<file path="src/rtl/comparador_limiar_pkg.sv">
// Shared types for the comparador_limiar threshold monitor: FSM state encoding.
package comparador_limiar_pkg;

  localparam int unsigned STATE_W = 2;

  typedef enum logic [STATE_W-1:0] {
    ST_ABOVE      = 2'd0,
    ST_PEND_BELOW = 2'd1,
    ST_BELOW      = 2'd2,
    ST_PEND_ABOVE = 2'd3
  } state_e;

endpackage

</file>
<file path="src/rtl/comparador_limiar_contador_sat.sv">
// Saturating up-counter: increments on inc, sticks at all-ones, synchronous active-high reset.
module contador_sat #(
  parameter int unsigned W = 8
) (
  input  logic         clk,
  input  logic         rst,
  input  logic         inc,
  output logic [W-1:0] count
);

  logic [W-1:0] count_q;
  logic [W-1:0] count_d;

  // Hold at the ceiling instead of wrapping to zero.
  always_comb begin
    count_d = count_q;
    if (inc && (count_q != {W{1'b1}})) begin
      count_d = count_q + W'(1);
    end
  end

  always_ff @(posedge clk) begin
    if (rst) begin
      count_q <= '0;
    end else begin
      count_q <= count_d;
    end
  end

  assign count = count_q;

endmodule

</file>
<file path="src/rtl/comparador_limiar.sv">
// Debounced "value below threshold" monitor with edge events and a saturating entry counter.
// Optional hysteresis on the exit condition is enabled by defining COMPARADOR_LIMIAR_HYST_EN.
module comparador_limiar
  import comparador_limiar_pkg::*;
#(
  parameter int unsigned WIDTH     = 4,
  parameter int unsigned THR_RESET = 5,
  parameter int unsigned DEBOUNCE  = 3,
  parameter int unsigned COUNT_W   = 8,
  parameter int unsigned HYST      = 1
) (
  input  logic               clk,
  input  logic               rst,
  input  logic               load_thr,
  input  logic [WIDTH-1:0]   thr_in,
  input  logic               valid,
  input  logic [WIDTH-1:0]   value,
  output logic               below,
  output logic               rise_evt,
  output logic               fall_evt,
  output logic [COUNT_W-1:0] below_cnt,
  output logic [WIDTH-1:0]   thr
);

  localparam int unsigned DEB_W   = $clog2(DEBOUNCE + 1);
  localparam int unsigned CMP_W   = WIDTH + 1;
`ifdef COMPARADOR_LIMIAR_HYST_EN
  localparam int unsigned HYST_EFF = HYST;
`else
  // Zero margin makes the exit test collapse to !(value < thr).
  localparam int unsigned HYST_EFF = HYST * 0;
`endif

  state_e           state_q, state_d;
  logic [DEB_W-1:0] deb_q, deb_d;
  logic [WIDTH-1:0] thr_q, thr_d;
  logic             below_q, below_d;
  logic             rise_q, rise_d;
  logic             fall_q, fall_d;

  logic             lt_c;
  logic             exit_c;
  logic [DEB_W-1:0] deb_inc_c;
  logic [CMP_W-1:0] exit_thr_c;

  // Exit bound is formed one bit wider so thr+HYST past full scale simply never matches.
  assign lt_c       = value < thr_q;
  assign exit_thr_c = {1'b0, thr_q} + CMP_W'(HYST_EFF);
  assign exit_c     = {1'b0, value} >= exit_thr_c;
  assign deb_inc_c  = deb_q + DEB_W'(1);

  always_comb begin
    state_d = state_q;
    deb_d   = deb_q;
    rise_d  = 1'b0;
    fall_d  = 1'b0;
    thr_d   = thr_q;
    if (load_thr) begin
      // New threshold invalidates any debounce in progress; settled states keep their level.
      thr_d = thr_in;
      deb_d = '0;
      if (state_q == ST_PEND_BELOW) begin
        state_d = ST_ABOVE;
      end else if (state_q == ST_PEND_ABOVE) begin
        state_d = ST_BELOW;
      end
    end else if (valid) begin
      case (state_q)
        ST_ABOVE: begin
          if (lt_c) begin
            if (DEBOUNCE == 1) begin
              state_d = ST_BELOW;
              rise_d  = 1'b1;
            end else begin
              state_d = ST_PEND_BELOW;
              deb_d   = DEB_W'(1);
            end
          end
        end
        ST_PEND_BELOW: begin
          if (lt_c) begin
            if (deb_inc_c == DEB_W'(DEBOUNCE)) begin
              state_d = ST_BELOW;
              deb_d   = '0;
              rise_d  = 1'b1;
            end else begin
              deb_d = deb_inc_c;
            end
          end else begin
            state_d = ST_ABOVE;
            deb_d   = '0;
          end
        end
        ST_BELOW: begin
          if (exit_c) begin
            if (DEBOUNCE == 1) begin
              state_d = ST_ABOVE;
              fall_d  = 1'b1;
            end else begin
              state_d = ST_PEND_ABOVE;
              deb_d   = DEB_W'(1);
            end
          end
        end
        ST_PEND_ABOVE: begin
          if (exit_c) begin
            if (deb_inc_c == DEB_W'(DEBOUNCE)) begin
              state_d = ST_ABOVE;
              deb_d   = '0;
              fall_d  = 1'b1;
            end else begin
              deb_d = deb_inc_c;
            end
          end else begin
            state_d = ST_BELOW;
            deb_d   = '0;
          end
        end
        default: begin
          state_d = ST_ABOVE;
          deb_d   = '0;
        end
      endcase
    end
    below_d = (state_d == ST_BELOW) || (state_d == ST_PEND_ABOVE);
  end

  always_ff @(posedge clk) begin
    if (rst) begin
      state_q <= ST_ABOVE;
      deb_q   <= '0;
      thr_q   <= WIDTH'(THR_RESET);
      below_q <= 1'b0;
      rise_q  <= 1'b0;
      fall_q  <= 1'b0;
    end else begin
      state_q <= state_d;
      deb_q   <= deb_d;
      thr_q   <= thr_d;
      below_q <= below_d;
      rise_q  <= rise_d;
      fall_q  <= fall_d;
    end
  end

  contador_sat #(
    .W (COUNT_W)
  ) u_below_cnt (
    .clk   (clk),
    .rst   (rst),
    .inc   (rise_d),
    .count (below_cnt)
  );

  assign below    = below_q;
  assign rise_evt = rise_q;
  assign fall_evt = fall_q;
  assign thr      = thr_q;

endmodule

</file>
<file path="config.mk">
export PLATFORM = sky130hd
export DESIGN_NAME = comparador_limiar
export DESIGN_NICKNAME = d
export VERILOG_FILES = /design/src/rtl/comparador_limiar_pkg.sv /design/src/rtl/comparador_limiar_contador_sat.sv /design/src/rtl/comparador_limiar.sv
export SDC_FILE = /design/constraint.sdc
export NUM_CORES = 1
export LEC_CHECK = 0
export ABC_CLOCK_PERIOD_IN_PS = 4440
export CORE_MARGIN = 5
export CORE_UTILIZATION = 45
export DETAILED_ROUTE_END_ITERATION = 10
export PLACE_DENSITY = 0.78
export SLEW_MARGIN = 20
export SYNTH_ARGS = -nofsm -noshare
export SYNTH_HDL_FRONTEND = slang
export SYNTH_SLANG_ARGS = --single-unit
</file>
<file path="constraint.sdc">
create_clock -name clk -period 4.44 [get_ports clk]
set_input_delay 0.888 -clock clk [delete_from_list [all_inputs] [get_ports clk]]
set_output_delay 0.888 -clock clk [all_outputs]
set_load 0.02 [all_outputs]
</file>
==> impl_metrics.yaml <==
status:
  status: "completed"
global_routing:
  grt_use_total_pct: 14.8
  grt_max_degree: 16
  antenna_found_initial: 0
  gr-total-overflow: 0
  grt_pass1_wl_um: 3820
  grt_pass1_vias: 902
final_layout:
  post-route-util_pct: 59.9
  area_delta_synth_final_pct: 30.0
  layout_commonest_cell: "clkdlybuf4s50_1"
  multiInputGateArea_um2: 547
  nets: 153
  drive_gt1_share_pct: 5.93
  final-seq-area_um2: 380
  final_cell_mix: "26 x clkdlybuf4s50_1, 19 x dfxtp_1, 10 x inv_1, 10 x a21oi_1"
  diodes: 0
  nFillCells: 182
synth:
  yosys_warnings: 0
  synth.distinct_cells: 36
  synthCells: 109
  synth_seq_cells: 19
  synth-edff-count: 0
  synth-main-ff-cell: "dfxtp_1"
  synth.cell_area_um2: 990
  postSynthAreaPerCell_um2: 9.08
  seq_area_frac_synth_pct: 38.4
  synthArstFlopShare_pct: 0
  syn-num-nets: 126
clocking:
  cts_made_buffers: 3
  ctsLongestPathBuffers: 2
  cts.clk_slew.worst_paths_ps: 100
  insertion_delay_ps: 280
  cts.sinks: 19
  cts_resized: 0
  htreeDepth: 1
  cts_hold_buf: 0
  root_buffer: "clkbuf_4"
  postCtsSetupBuffers: 0
  cts_tree: "yes"
critical_path:
  critPathArrivalTime_ps: 2910
  required_ps: 4650
  cp_slowest_cell: "or4_1"
  cpMostUsedCell: "a21oi_1"
  worstSetupPathType: "in -> reg"
  slowest_delay_ps: 500
  critPathBufInv: 1
  cp_max_fo: 14
  crit_path_end_kind: "flip-flop"
  cp-start-kind: "input pin"
  crit_family: "simple AND/OR/NAND/NOR gates"
  cp_cell_sequence: "clkdlybuf4s50_1 -> ha_1 -> a21oi_1 -> nand4_2 -> or4_1 -> a21oi_1"
sta:
  finalSetupTns_ps: 0
  rsz0062_at_grt: "false"
  period_share_pct: 60.8
  max_freq_mhz: 371
  slew_viol_final: 0
  hold-worst-slack_ps: 516
  setup_viol: 0
  final_hold_viol_count: 0
  fin_skew_ps: 0.554
  slew_headroom_pct: 62.7
  min_period_ps: 2700
  worstMarginPinSlew_ps: 558
route:
  detail-route-antenna-nets: 0
  vias: 899
  via_per_inst: 5.52
  drtIter0Drc: 19
  drc: 0
  dr.pass1.iters: 4
  wirelength_um: 2220
  wl_per_cell_um: 13.6
die:
  start_util_pct: 46.1
  pin_count: 27
  dieArea_um2: 3240
  fp.dieH_um: 56.9
  num_rows: 17
  die_w_um: 56.9
  core_um2: 2150
min_path:
  hold_path_class: "reg -> reg"
job:
  drv_cap: 0
power_and_ir_drop:
  leakage_nw: 0.507
  p_per_area_nw_per_um2: 238
  peakVddDrop_uv: 169
  p_total_mw: 0.306
placed_design:
  portBuffers: 26
  globalplace.congestion: 0.816
  hpwl_um: 1720
## state kept, by name, summed over array words and instances, names as in the netlist
signal and cells:
deb_q 2, thr 4, below 1, state_q 2
u_below_cnt.count 8, rise_evt 1, fall_evt 1
## routing by layer
layer	wire, um	up-vias	global-route usage, %	part of all wire (%)
met4	37	0	5.63	1.7
li1	-	452	-	-
met1	971	425	17.5	44
met3	76	6	4.14	3.4
met5	0	-	0	0
met2	1130	16	25.1	51
## cells in the mapped netlist (2+ instances only)
| cell type | count | area [um2] |
|---|---|---|
| o31ai_1 | 4 | 30.0 |
| a21oi_1 | 10 | 50.1 |
| or3b_1 | 2 | 17.5 |
| mux2i_1 | 4 | 40.0 |
| nand2_1 | 8 | 30.0 |
| ha_1 | 5 | 62.6 |
| o2111ai_1 | 2 | 17.5 |
| nor2_1 | 8 | 30.0 |
| o21ai_0 | 3 | 15.0 |
| and3_1 | 2 | 12.5 |
| dfxtp_1 | 19 | 380 |
| or4_1 | 4 | 30.0 |
| inv_1 | 10 | 37.5 |
| nand3_1 | 2 | 10.0 |
| nand4_1 | 3 | 18.8 |
| or3_1 | 3 | 18.8 |
## cell families after synthesis
logic type	after synthesis	share of synthesized area, %
mux	4	4.05
xor+xnor	1	0.885
simple gates	40	26.0
fa+ha+maj	5	6.32
compound gates	26	18.0
buf+inv	14	6.32
flops	19	38.4
## report_power, final
| part | leakage [nW] | internal (mW) | switching, mW |
|---|---|---|---|
| registers | 0.154 | 0.173 | 0.00277 |
| logic | 0.338 | 0.0230 | 0.0213 |
| clock network | 0.0150 | 0.0348 | 0.0505 |
## worst paths after layout
| path | startpoint | endpoint | slack [ps] | cells past startpoint |
|---|---|---|---|---|
| setup / recovery | value[3] | u_below_cnt.count[6] | 1740 | 6 |
| hold / removal | u_below_cnt.count[7] | u_below_cnt.count[7] | 520 | 2 |
| setup reg to reg | thr[3] | u_below_cnt.count[6] | 2320 | 6 |
| hold reg to reg | u_below_cnt.count[7] | u_below_cnt.count[7] | 520 | 2 |
## metrics by stage
stage          std cells  setup WS [ps]  instance area [um2]
6_report             163           1740                 1290
5_1_grt              163           1590                 1290
4_1_cts              163           1740                 1290
3_5_place_dp         159           1430                 1260
3_3_place_gp         159           1530                 1260
2_1_floorplan        109           2180                  990
## worst min-delay path: cells and delay by family (launching register included)
family             cells  cell delay (ps)
DFF                    1              350
AOI/OAI and AO/OA      2              130
## cell type report
type | instances | share of cell area, %
multi-input combinational | 76 | 42.5
sequential | 19 | 29.6
timing repair buffer | 26 | 20.2
inverter | 10 | 2.92
tap | 28 | 2.72
clock buffer | 4 | 2.04
Note: power is estimated with default switching activity, not from simulation.
==> variant: new RTL, same settings <==
The 4 states of `state_e` get a one-hot encoding in 4 bits.
--- a/src/rtl/comparador_limiar_pkg.sv
+++ b/src/rtl/comparador_limiar_pkg.sv
@@ -3,11 +3,11 @@
 
   localparam int unsigned STATE_W = 2;
 
-  typedef enum logic [STATE_W-1:0] {
-    ST_ABOVE      = 2'd0,
-    ST_PEND_BELOW = 2'd1,
-    ST_BELOW      = 2'd2,
-    ST_PEND_ABOVE = 2'd3
+  typedef enum logic [3:0] {
+    ST_ABOVE      = 4'b0001,
+    ST_PEND_BELOW = 4'b0010,
+    ST_BELOW      = 4'b0100,
+    ST_PEND_ABOVE = 4'b1000
   } state_e;
 
 endpackage
Formal check against the unedited RTL: no difference found for any inputs over 10 cycles, from zero or initial values and one cycle with rst high; not proved beyond that.
==> variant against the unedited design <==
  * Synthesized cell count grew 48%
  * Area after synthesis grew 36%
  * Count of clock-buffer cells in the layout shrank 1
  * Power grew 25%
  * Design area grew 26%
  * Register-to-register slack gained 0.05 ns
  * Wire length grew 42%
  * Largest cell class unchanged
  * Sequential cell count grew 2
  * Worst setup slack lost 0.12 ns
  * Highest routed layer unchanged
==> variant: results (changes against the unedited design) <==
Routed wire length per instance: 14.8 microns (+8.5%). The commonest cells after synthesis are 21 x sky130_fd_sc_hd__dfxtp_1, 18 x sky130_fd_sc_hd__nor2_1, 16 x sky130_fd_sc_hd__nand2_1. The arrival time of the worst setup path is 3.07 ns (+0.16 ns). Dominant delay contributor by cell family on the critical path: compound AO/OA/AOI/OAI gates.

The clock insertion delay at the later pin of the skew report was 0.31 ns (+0.03 ns). Worst-case register-to-register setup slack: 2.37 ns (+0.05 ns). For the largest net degree at the start of global routing, the log shows 18 (+2). Met2 routing resource usage after global routing: 27.1% (+1.9 points).

Transition time of the tightest slew-check pin: 0.610 ns (+0.0518 ns). The tools report the HPWL after detailed placement as 2.39 mm (+39%). The final net count is 201 (+31%). The post-route non-filler standard cell count was 214 (+31%); the routability congestion estimate from global placement was 0.915 (+12%). The met1 track demand over resource in global routing is 19.1% (+1.6 points).

Layout filler cell count: 264 (+45%). The critical-path maximum fanout is 11 (-3), and the worst-case hold slack is 0.522 ns (+0.00652 ns). The number of nets in the synthesized netlist came out at 178 (+41%). The tools report the maximum vdd drop as 182 uV (+7.3%). The final critical path time including I/O delays and setup was 2.82 ns (+0.124 ns). The fraction of layout cells with a size suffix above 1 was 9.29% (+3.4 points); the critical path's largest stage delay was 0.65 ns (+0.15 ns).

For this design, the slowest cell found on the critical path is sky130_fd_sc_hd__clkdlybuf4s50_1. In the post-synthesis netlist, the biggest area contributors are sky130_fd_sc_hd__dfxtp_1 31%, sky130_fd_sc_hd__xnor2_1 5.9%, sky130_fd_sc_hd__nor2_1 5.0%. The run gives 1252 (+39%) as the total via count after detailed routing. The run finished with clean final reports.

The clock input transition at the sequential cells of the worst setup and hold paths came out at 0.12 ns (+0.02 ns). The number of global-route vias before repair is 1235 (+37%). For the post-synthesis sequential area ratio, the log shows 31.3% (-7.1 points). For the initial DRC count, the log shows 112 (+93). The global router's overall resource usage was 15.6% (+0.80 points); the gate count after technology mapping was 161 (+48%). Pre-CTS setup slack: 1.34 ns (-0.0911 ns). The number of unique standard cell types used by synthesis is 49 (+36%).

The number of CTS-inserted buffers came out at 3 (unchanged).
variant: changes by cell type in the layout (fill, tap and decap cells not counted), moves of 3 or more:
cell,change
sky130_fd_sc_hd__or4_1,-4
sky130_fd_sc_hd__nor3_1,+6
sky130_fd_sc_hd__or3_1,-3
sky130_fd_sc_hd__nor2_1,+10
sky130_fd_sc_hd__xnor2_1,+9
sky130_fd_sc_hd__nand3_1,+5
sky130_fd_sc_hd__nand2b_1,+3
sky130_fd_sc_hd__and2b_1,+3
sky130_fd_sc_hd__nand2_1,+8
sky130_fd_sc_hd__o211ai_1,+3
sky130_fd_sc_hd__o31ai_1,-4
sky130_fd_sc_hd__nor4_1,+5
sky130_fd_sc_hd__a21oi_1,-5
variant: tightest hold or removal path, cell delays in order, from the launching register on:
cell,delay [ns]
sky130_fd_sc_hd__dfxtp_1,0.35
sky130_fd_sc_hd__nand2_1,0.07
sky130_fd_sc_hd__mux2i_1,0.07
variant: per-stage QoR:
step / instance area [sq um] / power, W
6_report: 1620 / 0.000383
5_1_grt: 1620 / 0.000405
2_1_floorplan: 1340 / 0.000267
4_1_cts: 1620 / 0.000386
3_5_place_dp: 1600 / 0.000292
3_3_place_gp: 1600 / 0.000289
variant: power breakdown:
| part | leakage (nW) | internal [W] | switching, W |
|---|---|---|---|
| registers | 0.170 | 0.000193 | 0.00000846 |
| logic | 0.386 | 0.0000380 | 0.0000488 |
| clock network | 0.0177 | 0.0000336 | 0.0000607 |
variant: final timing paths:
path | from | to
worst min-delay path | deb_q[1] | deb_q[1]
worst max register to register | thr[1] | u_below_cnt.count[7]
worst max-delay path | load_thr | below
worst min register to register | deb_q[1] | deb_q[1]
variant: cell families after synthesis:
family                     Yosys count  synth area share [%]
adders and majority gates            5                  4.66
AOI/OAI and AO/OA                   33                  20.1
xor gates and xnor gates            10                  6.52
buffers and inverters               17                  6.05
muxes                                4                  2.98
and+or+nand+nor                     71                  28.4
DFF                                 21                  31.3
variant: layout make-up:
type | count | area [sq um] | share of cell area (%)
Inverter | 9 | 33.8 | 2.08
Clock buffer | 3 | 22.5 | 1.39
Tap cell | 31 | 38.8 | 2.39
Timing Repair Buffer | 26 | 260 | 16.0
Clock inverter | 1 | 5.00 | 0.308
Sequential cell | 21 | 420 | 25.9
Multi-Input combinational cell | 123 | 842 | 51.9
variant: per-layer routing:
layer  up-vias  routed length, microns
li1        616                       -
met1       585                    1430
met2        45                    1520
met3         6                     165
met4         0                      44
met5         -                       0
